`src/rtl/mm_rd_seq_if.sv`:
```
// mm_rd_seq_if - command and operand-read bus of the MM read sequencer.
//   slave  : sequencer side. It takes the command fields and mxu_rdy, and drives
//            cmd_rdy, both read streams, mm_done and busy.
//   master : decode/MXU side, the mirror image of slave.
//   Signals: cmd_vld/cmd_rdy handshake; {iram,wram}_{start_addr,col_dir,row_dir,
//            col_len,row_len} command fields; mxu_rdy beat acceptance;
//            {iram,wram}_rd_{vld,addr} read beats; mm_done; busy.
interface mm_rd_seq_if #(
  parameter int ADDR_W = 12
);
  logic              cmd_vld;
  logic              cmd_rdy;
  logic [ADDR_W-1:0] iram_start_addr;
  logic              iram_col_dir;
  logic              iram_row_dir;
  logic [3:0]        iram_col_len;
  logic [3:0]        iram_row_len;
  logic [ADDR_W-1:0] wram_start_addr;
  logic              wram_col_dir;
  logic              wram_row_dir;
  logic [3:0]        wram_col_len;
  logic [3:0]        wram_row_len;
  logic              mxu_rdy;
  logic              iram_rd_vld;
  logic [ADDR_W-1:0] iram_rd_addr;
  logic              wram_rd_vld;
  logic [ADDR_W-1:0] wram_rd_addr;
  logic              mm_done;
  logic              busy;

  modport slave (
    input  cmd_vld, iram_start_addr, iram_col_dir, iram_row_dir, iram_col_len,
           iram_row_len, wram_start_addr, wram_col_dir, wram_row_dir,
           wram_col_len, wram_row_len, mxu_rdy,
    output cmd_rdy, iram_rd_vld, iram_rd_addr, wram_rd_vld, wram_rd_addr,
           mm_done, busy
  );

  modport master (
    output cmd_vld, iram_start_addr, iram_col_dir, iram_row_dir, iram_col_len,
           iram_row_len, wram_start_addr, wram_col_dir, wram_row_dir,
           wram_col_len, wram_row_len, mxu_rdy,
    input  cmd_rdy, iram_rd_vld, iram_rd_addr, wram_rd_vld, wram_rd_addr,
           mm_done, busy
  );
endinterface

```
`src/rtl/mm_rd_seq.sv`:
```
// mm_rd_seq - matrix-multiply operand read sequencer.
// The block accepts one MM command and walks IRAM and WRAM in lockstep. Column
// is the inner loop and row is the outer loop. Each accepted beat (RUN and
// mxu_rdy) produces one read address per stream. A stream with fewer beats
// drops its vld and holds its last address. After the final beat the block
// spends one cycle in DONE with mm_done high, then returns to IDLE.
//   clk, rst_n : clock and asynchronous active-low reset
//   bus        : mm_rd_seq_if.slave (command fields, mxu_rdy, read streams,
//                cmd_rdy, mm_done, busy)
module mm_rd_seq #(
  parameter int ADDR_W     = 12,
  parameter int ROW_STRIDE = 16
) (
  input  logic            clk,
  input  logic            rst_n,
  mm_rd_seq_if.slave      bus
);

  typedef enum logic [1:0] {S_IDLE, S_RUN, S_DONE} state_t;

  // Walk configuration that is latched with the command.
  typedef struct packed {
    logic       col_dir;
    logic       row_dir;
    logic [3:0] col_len;
    logic [3:0] row_len;
  } cfg_t;

  // Live position of one stream. row_base is the address of column 0 in the
  // current row, so a row step never has to undo the column offset.
  typedef struct packed {
    logic              vld;
    logic [ADDR_W-1:0] addr;
    logic [ADDR_W-1:0] row_base;
    logic [3:0]        col;
    logic [3:0]        row;
  } strm_t;

  localparam logic [ADDR_W-1:0] STRIDE = ADDR_W'(ROW_STRIDE);
  localparam logic [ADDR_W-1:0] ONE    = ADDR_W'(1);

  state_t r_state, w_state_nxt;
  cfg_t   r_cfg_i, r_cfg_w;
  strm_t  r_str_i, r_str_w;

  logic w_cmd_acc, w_beat_acc, w_last_i, w_last_w, w_last_beat;

  function automatic logic at_end(input strm_t s, input cfg_t c);
    return s.vld && (s.col == c.col_len) && (s.row == c.row_len);
  endfunction

  // Position after one accepted, non-final beat. A stream that is already
  // exhausted keeps vld low and holds its address.
  function automatic strm_t step(input strm_t s, input cfg_t c);
    strm_t n;
    n = s;
    if (s.vld) begin
      if (s.col != c.col_len) begin
        n.col  = s.col + 4'd1;
        n.addr = c.col_dir ? s.addr - ONE : s.addr + ONE;
      end else if (s.row != c.row_len) begin
        n.col      = 4'd0;
        n.row      = s.row + 4'd1;
        n.row_base = c.row_dir ? s.row_base - STRIDE : s.row_base + STRIDE;
        n.addr     = n.row_base;
      end else begin
        n.vld = 1'b0;
      end
    end
    return n;
  endfunction

  assign w_cmd_acc   = (r_state == S_IDLE) && bus.cmd_vld;
  assign w_beat_acc  = (r_state == S_RUN) && bus.mxu_rdy;
  assign w_last_i    = at_end(r_str_i, r_cfg_i);
  assign w_last_w    = at_end(r_str_w, r_cfg_w);
  // The final beat is reached when each stream is either on its last beat or
  // already exhausted. The total count is therefore max(N_iram, N_wram).
  assign w_last_beat = (!r_str_i.vld || w_last_i) && (!r_str_w.vld || w_last_w);

  // NOTE: sequential state uses non-blocking assignments, so every register
  // samples the values from before the edge, whatever order the blocks run in.
  always_ff @(posedge clk or negedge rst_n) begin
    if (!rst_n) r_state <= S_IDLE;
    else        r_state <= w_state_nxt;
  end

  // NOTE: the default assignment at the top of this block covers every path,
  // so no latch is inferred for w_state_nxt.
  always_comb begin
    w_state_nxt = r_state;
    case (r_state)
      S_IDLE:  if (bus.cmd_vld) w_state_nxt = S_RUN;
      S_RUN:   if (w_beat_acc && w_last_beat) w_state_nxt = S_DONE;
      S_DONE:  w_state_nxt = S_IDLE;
      default: w_state_nxt = S_IDLE;
    endcase
  end

  always_ff @(posedge clk or negedge rst_n) begin
    if (!rst_n) begin
      r_cfg_i <= '0;
      r_cfg_w <= '0;
      r_str_i <= '0;
      r_str_w <= '0;
    end else if (w_cmd_acc) begin
      r_cfg_i <= '{col_dir: bus.iram_col_dir, row_dir: bus.iram_row_dir,
                   col_len: bus.iram_col_len, row_len: bus.iram_row_len};
      r_cfg_w <= '{col_dir: bus.wram_col_dir, row_dir: bus.wram_row_dir,
                   col_len: bus.wram_col_len, row_len: bus.wram_row_len};
      r_str_i <= '{vld: 1'b1, addr: bus.iram_start_addr,
                   row_base: bus.iram_start_addr, col: 4'd0, row: 4'd0};
      r_str_w <= '{vld: 1'b1, addr: bus.wram_start_addr,
                   row_base: bus.wram_start_addr, col: 4'd0, row: 4'd0};
    end else if (w_beat_acc) begin
      if (w_last_beat) begin
        // Entering DONE: both streams go quiet and the addresses hold.
        r_str_i.vld <= 1'b0;
        r_str_w.vld <= 1'b0;
      end else begin
        r_str_i <= step(r_str_i, r_cfg_i);
        r_str_w <= step(r_str_w, r_cfg_w);
      end
    end
  end

  assign bus.cmd_rdy      = (r_state == S_IDLE);
  assign bus.busy         = (r_state != S_IDLE);
  assign bus.mm_done      = (r_state == S_DONE);
  assign bus.iram_rd_vld  = r_str_i.vld;
  assign bus.iram_rd_addr = r_str_i.addr;
  assign bus.wram_rd_vld  = r_str_w.vld;
  assign bus.wram_rd_addr = r_str_w.addr;

endmodule

```
`src/flat_wrapper.sv`:
```
// flat-port wrapper written by rule: the top's interface ports become plain ports
module mm_rd_seq_flat 
#(
  parameter int ADDR_W     = 12,
  parameter int ROW_STRIDE = 16
)
  (clk, rst_n, bus_cmd_vld, bus_iram_start_addr, bus_iram_col_dir, bus_iram_row_dir, bus_iram_col_len, bus_iram_row_len, bus_wram_start_addr, bus_wram_col_dir, bus_wram_row_dir, bus_wram_col_len, bus_wram_row_len, bus_mxu_rdy, bus_cmd_rdy, bus_iram_rd_vld, bus_iram_rd_addr, bus_wram_rd_vld, bus_wram_rd_addr, bus_mm_done, bus_busy);
  mm_rd_seq_if #(.ADDR_W(ADDR_W)) bus_i ();
  input  logic clk;
  input  logic rst_n;
  input wire logic [$bits(bus_i.cmd_vld)-1:0] bus_cmd_vld;
  input wire logic [$bits(bus_i.iram_start_addr)-1:0] bus_iram_start_addr;
  input wire logic [$bits(bus_i.iram_col_dir)-1:0] bus_iram_col_dir;
  input wire logic [$bits(bus_i.iram_row_dir)-1:0] bus_iram_row_dir;
  input wire logic [$bits(bus_i.iram_col_len)-1:0] bus_iram_col_len;
  input wire logic [$bits(bus_i.iram_row_len)-1:0] bus_iram_row_len;
  input wire logic [$bits(bus_i.wram_start_addr)-1:0] bus_wram_start_addr;
  input wire logic [$bits(bus_i.wram_col_dir)-1:0] bus_wram_col_dir;
  input wire logic [$bits(bus_i.wram_row_dir)-1:0] bus_wram_row_dir;
  input wire logic [$bits(bus_i.wram_col_len)-1:0] bus_wram_col_len;
  input wire logic [$bits(bus_i.wram_row_len)-1:0] bus_wram_row_len;
  input wire logic [$bits(bus_i.mxu_rdy)-1:0] bus_mxu_rdy;
  output wire logic [$bits(bus_i.cmd_rdy)-1:0] bus_cmd_rdy;
  output wire logic [$bits(bus_i.iram_rd_vld)-1:0] bus_iram_rd_vld;
  output wire logic [$bits(bus_i.iram_rd_addr)-1:0] bus_iram_rd_addr;
  output wire logic [$bits(bus_i.wram_rd_vld)-1:0] bus_wram_rd_vld;
  output wire logic [$bits(bus_i.wram_rd_addr)-1:0] bus_wram_rd_addr;
  output wire logic [$bits(bus_i.mm_done)-1:0] bus_mm_done;
  output wire logic [$bits(bus_i.busy)-1:0] bus_busy;
  assign bus_i.cmd_vld = bus_cmd_vld;
  assign bus_i.iram_start_addr = bus_iram_start_addr;
  assign bus_i.iram_col_dir = bus_iram_col_dir;
  assign bus_i.iram_row_dir = bus_iram_row_dir;
  assign bus_i.iram_col_len = bus_iram_col_len;
  assign bus_i.iram_row_len = bus_iram_row_len;
  assign bus_i.wram_start_addr = bus_wram_start_addr;
  assign bus_i.wram_col_dir = bus_wram_col_dir;
  assign bus_i.wram_row_dir = bus_wram_row_dir;
  assign bus_i.wram_col_len = bus_wram_col_len;
  assign bus_i.wram_row_len = bus_wram_row_len;
  assign bus_i.mxu_rdy = bus_mxu_rdy;
  assign bus_cmd_rdy = bus_i.cmd_rdy;
  assign bus_iram_rd_vld = bus_i.iram_rd_vld;
  assign bus_iram_rd_addr = bus_i.iram_rd_addr;
  assign bus_wram_rd_vld = bus_i.wram_rd_vld;
  assign bus_wram_rd_addr = bus_i.wram_rd_addr;
  assign bus_mm_done = bus_i.mm_done;
  assign bus_busy = bus_i.busy;
  mm_rd_seq #(.ADDR_W(ADDR_W), .ROW_STRIDE(ROW_STRIDE)) u_core (.clk(clk), .rst_n(rst_n), .bus(bus_i));
endmodule
```
`config.mk`:
```
export PLATFORM = sky130hd
export DESIGN_NAME = mm_rd_seq_flat
export DESIGN_NICKNAME = d
export VERILOG_FILES = /design/src/rtl/mm_rd_seq_if.sv /design/src/rtl/mm_rd_seq.sv /design/src/flat_wrapper.sv
export SDC_FILE = /design/constraint.sdc
export NUM_CORES = 1
export LEC_CHECK = 0
export ABC_AREA = 1
export CAP_MARGIN = 20
export CORE_UTILIZATION = 62
export DETAILED_ROUTE_END_ITERATION = 12
export GPL_ROUTABILITY_DRIVEN = 0
export PLACE_DENSITY = 0.95
export SETUP_SLACK_MARGIN = 0.5
export SYNTH_ARGS = -nofsm -noshare
export SYNTH_HDL_FRONTEND = slang
export SYNTH_SLANG_ARGS = --single-unit
```
`constraint.sdc`:
```
create_clock -name clk -period 4.4 [get_ports clk]
set_clock_uncertainty 0.15 [all_clocks]
set_input_delay 0.44 -clock clk [delete_from_list [all_inputs] [get_ports clk]]
set_output_delay 0.44 -clock clk [all_outputs]
set_load 0.005 [all_outputs]
```
=== Yosys cells after proc, flatten, opt, wreduce, memory -nomap -nowiden ===
Index checks and enable logic that the tools add are counted.

* Bits in registers: 88
* Bits in latches: 0
* Memory bits (writable): 0
* Memory bits (read-only): 0
* Input bits: 48
* Word-level logic and storage cells: 103
* Memories kept: 0

* $add $sub $neg: 12
* Multipliers: 0
* Div/mod/pow operators: 0
* Order comparisons: 0
* Eq/ne operators: 15
* Shifts and indexed selects: 0
* Mux-type cells: 31
* Bitwise gates (word level): 0
* Reduce and logical (&&, ||, !) cells: 26

{| class="wikitable"
|+ Operators by type and width
! cell !! number
|-
| 2-to-1 mux 33 bit || 6
|-
| 2-to-1 mux 32 bit || 4
|-
| 2-to-1 mux 12 bit || 8
|-
| adder 12 x 1 -> 12 bit (second input constant) || 2
|-
| adder 12 x 5 -> 12 bit (second input constant) || 2
|-
| subtractor 12 x 1 -> 12 bit (second input constant) || 2
|-
| subtractor 12 x 5 -> 12 bit (second input constant) || 2
|-
| adder 4 x 1 -> 4 bit (second input constant) || 4
|-
| == test 4 bit || 4
|-
| 2-to-1 mux 4 bit || 4
|-
| inequality test 4 bit || 4
|-
| nonzero test 2 bit || 6
|-
| AND reduction 5 bit || 2
|-
| logical AND 1 bit || 8
|-
| AND reduction 4 bit || 2
|-
| 2-to-1 mux 1 bit || 6
|-
| inequality test 2 x 1 -> 1 bit (second input constant) || 3
|-
| nonzero test 3 bit || 2
|-
| 2-to-1 mux 2 bit || 2
|-
| inequality test 2 bit (second input constant) || 2
|-
| one-hot mux 2 bit (2 select lines) || 1
|-
| == test 2 x 1 -> 1 bit (second input constant) || 1
|-
| == test 2 bit (second input constant) || 1
|-
| logical NOT 1 bit || 2
|-
| 3 further kinds || 4
|}

=== Logic depth before layout (Yosys ltp) ===
* Depth after elaboration: 8
* Gate-level depth with buffers: 13
* Depth with buffers taken out: 13

=== Worst setup path before layout ===
Ideal clock, no wire load.

* Path kind: register to register
* From: register u_core.r_cfg_w[9] (netlist name)
* To: register u_core.r_str_w, in the netlist u_core.bus.wram_rd_addr[8]
* Setup time: 0.124 ns
* Data arrival time: 1.602 ns
* Data required time: 4.126 ns
* Setup slack: 2.524 ns
* Cell stages (with the launch flop): 11
* Buffers on the path: 0
* Period minus slack after synthesis: 1.876 ns
* Cells stage by stage: dfrtp_1 inv_1 fa_1 inv_1 nand3_1 nand2_1 nand2_1 nand3_1 nand3_1 nand3_1 nand3_1

* Word-level cells in the longest chain between the ends: 6

{| class="wikitable"
|+ RTL lines
! item !! line !! RTL
|-
| start: declaration || mm_rd_seq.sv:43 || <nowiki>cfg_t r_cfg_i, r_cfg_w;</nowiki>
|-
| start signal: assignment || mm_rd_seq.sv:109 || <nowiki>r_cfg_w <= '{col_dir: bus.wram_col_dir, row_dir: bus.wram_row_dir,</nowiki>
|-
| 2-to-1 mux 12 bit || mm_rd_seq.sv:60 || <nowiki>n.addr = c.col_dir ? s.addr - ONE : s.addr + ONE;</nowiki>
|-
| 2-to-1 mux 12 bit || mm_rd_seq.sv:58 || <nowiki>if (s.col != c.col_len) begin</nowiki>
|-
| 2-to-1 mux 33 bit || mm_rd_seq.sv:57 || <nowiki>if (s.vld) begin</nowiki>
|-
| 2-to-1 mux 32 bit || mm_rd_seq.sv:116 || <nowiki>if (w_last_beat) begin</nowiki>
|-
| 2-to-1 mux 33 bit || mm_rd_seq.sv:115 || <nowiki>end else if (w_beat_acc) begin</nowiki>
|-
| 2-to-1 mux 33 bit || mm_rd_seq.sv:106 || <nowiki>end else if (w_cmd_acc) begin</nowiki>
|-
| end signal: assignment || mm_rd_seq.sv:113 || <nowiki>r_str_w <= '{vld: 1'b1, addr: bus.wram_start_addr,</nowiki>
|-
| end signal: assignment || mm_rd_seq.sv:122 || <nowiki>r_str_w <= step(r_str_w, r_cfg_w);</nowiki>
|-
| end: declaration || mm_rd_seq.sv:44 || <nowiki>strm_t r_str_i, r_str_w;</nowiki>
|}

No other way between the ends. The select of a mux whose other input is x is not followed.
A chain may end at the register's enable or synchronous reset.

=== Worst setup path in the final report ===
* From: register u_core.r_state[0]
* To: register u_core.r_str_w, in the netlist u_core.bus.wram_rd_addr[6]

* Word-level cells in the longest chain between the ends: 4
* Elaborated cells on any way between the ends: 10

{| class="wikitable"
|+ RTL lines
! item !! line !! RTL
|-
| start: declaration || mm_rd_seq.sv:42 || <nowiki>state_t r_state, w_state_nxt;</nowiki>
|-
| start signal: assignment || mm_rd_seq.sv:85 || <nowiki>else r_state <= w_state_nxt;</nowiki>
|-
| == test 2 x 1 -> 1 bit / logical NOT 2 bit (equally long branches) || mm_rd_seq.sv:74, mm_rd_seq.sv:73 ||
|-
| logical AND 1 bit (on tied branches) || mm_rd_seq.sv:74, mm_rd_seq.sv:73 ||
|-
| nonzero test 2 bit (no source line), or another cell as far along || - ||
|-
| AND reduction 4 bit (no source line) || - ||
|}

Several ways; a longest one is shown, not always the timed one.

==> results.txt <==
CTS Sinks = 88
Post-synth top flop = dfrtp_1
root buffer cell = clkbuf_8
antenna violations before repair = 0
initial cell density of the core = 63.9%
slowest cell on the critical path = inv_2
area share of the largest cell type after synthesis = 33.5%
layout cell share with drive strength beyond 1 = 6.28%
Routed Antenna Nets = 0
most common cell in the netlist = nand2_1
R2R Path End = u_core.bus.wram_rd_addr[6]$_DFFE_PN0P_
# H-tree levels = 3
routed len/inst = 14.0 um
Hold Path Stages = 2
DP Worst Slack = 1.54 ns
WHS Endpoint = u_core.r_str_i[8]$_DFFE_PN0P_
nets = 1054
Total Power = 5.95 mW
sequential fraction of the synthesis area = 33.5%
commonest cells in the synthesized netlist = nand2_1 (341), inv_1 (99), dfrtp_1 (88), nand3_1 (87), nor2_1 (47)
TritonCTS Buffers = 9
FF+latch count, synth = 88
Post-Synthesis Cells = 922
die width = 105 um
DRT Pass-1 Iters = 6
all-layer global routing usage = 30.5%
residual overflow from global routing = 0
Die Y = 105 um
CP max stage delay = 0.81 ns
Mapped Area = 6570 um^2
Slew @ Worst Pin = 0.933 ns
drt first-iter violations = 578
area leader, netlist = dfrtp_1
core area = 10300 um^2
Post-synth EDFFs = 0
worst setup slack after layout = 1.84 ns
DR vias/cell = 5.54
Non-Filler Instances = 1107
FF-to-FF setup slack = 1.84 ns
Setup CP Type = flip-flop to flip-flop
Fmax = 391 MHz
clock-pin slew on the worst setup and hold paths = 0.09 ns
I/O pin count = 77
n_diodes = 0
dpl hpwl = 11300 um
Post-CTS Setup Bufs = 0
Startpoint Class = flip-flop
placement row count = 37
vias in the first global route = 5673
crit path max fanout = 58
critical path required time = 4.58 ns
period utilization = 58.1%
Residual DRC = 0
synth unique cells = 36
largest net degree at the start of global routing = 59
Synth area leaders = dfrtp_1 (34%), nand2_1 (19%), ha_1 (6.9%)
hold_sp = u_core.r_str_i[8]$_DFFE_PN0P_
Syn. warnings = 0
ys async rst share = 100%
Area growth syn-to-layout = 12.0%
fin crit period = 2.56 ns
status = complete, no violations
CTS tree = yes
port bufs = 76
Worst R2R Path Depth = 8
maximum buffer depth of the clock tree = 2
final count of pins violating max slew = 0
Fin Setup TNS = 0 ns
vias after detailed routing = 6133
first-pass GRT wire length = 26800 um
Syn Area/Cell = 7.12 um^2
type of the worst min-delay path = flip-flop to flip-flop
Pwr Density = 808 nW/um^2
unrepaired setup endpoints after global routing = false
Die ar. = 11000 um^2
critical-path cell list = nor2_4 > nand2_4 > inv_2 > nand2_1 > o21a_1 > nand2_1 > nand3_1 > nand2_1
Worst EP arrival = 2.73 ns
Setup crit end kind = flip-flop
syn nets = 1010
Pleak = 3.98 nW
Hold Fails Final Rpt = 0
CP most frequent cell = nand2_1
WL final = 15500 um
Max VDD drop = 0.380 mV
Max Cap Viol = 0
cell count after placement = 1090
Worst-Skew Late Latency = 0.39 ns
r2r startpoint = u_core.r_state[0]$_DFFE_PN0P_
Setup-failing EPs final = 0
Worst slew margin = 37.7%
==> cells in the final DEF, fill, tap and decap left out, types with 3 or more instances in the layout <==
| cell type | Yosys | layout |
|---|---|---|
| nand4_1 | 16 | 16 |
| nor2_4 | 4 | 4 |
| xnor2_1 | 6 | 6 |
| inv_1 | 99 | 99 |
| ha_1 | 36 | 36 |
| inv_2 | 6 | 6 |
| dfrtp_1 | 88 | 88 |
| xor2_1 | 14 | 14 |
| nand2_4 | 5 | 5 |
| clkdlybuf4s50_1 | 0 | 75 |
| nor3_1 | 3 | 3 |
| nand2_2 | 12 | 12 |
| nand3_4 | 3 | 3 |
| a21oi_1 | 30 | 30 |
| nand3b_1 | 3 | 3 |
| clkbuf_8 | 0 | 10 |
| fa_1 | 4 | 4 |
| nor4_1 | 4 | 4 |
| o21ai_0 | 42 | 42 |
| o21ai_2 | 7 | 7 |
| o21ai_1 | 5 | 5 |
| nand3_1 | 87 | 87 |
| nor2_1 | 47 | 47 |
| nand2_1 | 341 | 341 |
==> cells by family (layout without fill, tap and decap cells) <==
| logic type | count (synthesis) | in the layout | synth area share, % |
|---|---|---|---|
| fa+ha+maj | 40 | 40 | 8.08 |
| buf+inv | 151 | 200 | 11.5 |
| flops | 88 | 88 | 33.5 |
| compound gates | 92 | 92 | 7.72 |
| simple gates | 529 | 529 | 36.0 |
| xor+xnor | 22 | 22 | 3.16 |
==> metal layers <==
| layer | up-vias | global-route usage (%) | share of wire, % |
|---|---|---|---|
| met2 | 258 | 46.4 | 45 |
| met5 | - | 0 | 0 |
| met1 | 2828 | 43.0 | 45 |
| li1 | 3005 | - | - |
| met3 | 42 | 7.17 | 8.1 |
| met4 | 0 | 10.2 | 2.5 |
==> through the flow <==
stage | instance area, um^2 | utilization [%] | hold WS, ns
2_1_floorplan | 6570 | - | -0.00559
3_3_place_gp | 7150 | 69.5 | 0.310
3_5_place_dp | 7150 | 69.5 | 0.310
4_1_cts | 7350 | 71.6 | 0.335
5_1_grt | 7350 | 71.6 | 0.355
6_report | 7350 | 71.6 | 0.338
==> timing repair <==
item                      4_1_cts  5_1_grt
hold buffers                    1        0
hold endpoints to repair       49        0
resized for setup               0        0
==> critical path, delay by kind of cell (launching register included) <==
family	cells	cell delay [ns]
AO/OA/AOI/OAI	1	0.19
AND/OR/NAND/NOR	6	0.90
buffers and inverters	1	0.81
flip-flops	1	0.42
==> power breakdown <==
group / internal [mW] / leakage [nW] / total, mW / switching [mW]
Sequential: 1.16 / 1.12 / 1.56 / 0.401
Clock: 0.277 / 0.0993 / 0.579 / 0.301
Combinational: 1.45 / 2.76 / 3.80 / 2.35
==> how the worst max path moves through the flow <==
stage	start	to	cells after the start
global placement	bus_cmd_vld	u_core.bus.wram_rd_addr[6]$_DFFE_PN0P_	8
detailed placement	bus_cmd_vld	u_core.bus.wram_rd_addr[6]$_DFFE_PN0P_	8
finish	u_core.r_state[0]$_DFFE_PN0P_	u_core.bus.wram_rd_addr[6]$_DFFE_PN0P_	8
CTS	u_core.r_state[0]$_DFFE_PN0P_	u_core.bus.wram_rd_addr[6]$_DFFE_PN0P_	8
floorplan	u_core.r_cfg_w[9]$_DFFE_PN0P_	u_core.bus.wram_rd_addr[8]$_DFFE_PN0P_	10
global route	u_core.r_str_w[4]$_DFFE_PN0P_	u_core.r_str_w[1]$_DFFE_PN0P_	12
==> registers in the layout, summed over array words and instances, names as in the netlist <==
signal and flops:
u_core.r_str_i 20, u_core.bus.iram_rd_vld 1, u_core.r_state 2, u_core.bus.wram_rd_addr 12, u_core.bus.iram_rd_addr 12, u_core.r_cfg_w 10, u_core.r_str_w 20, u_core.bus.wram_rd_vld 1
u_core.r_cfg_i 10
==> area by class of cell <==
cell class / count / area [um^2]
Tap cell: 136 / 170
Sequential cell: 88 / 2200
Timing Repair Buffer: 78 / 776
Inverter: 106 / 400
Clock buffer: 11 / 141
Clock inverter: 5 / 56.3
Multi-Input combinational cell: 683 / 3610
Fill cell: 804 / 2920
No activity file was read; power rests on OpenSTA's default activity.
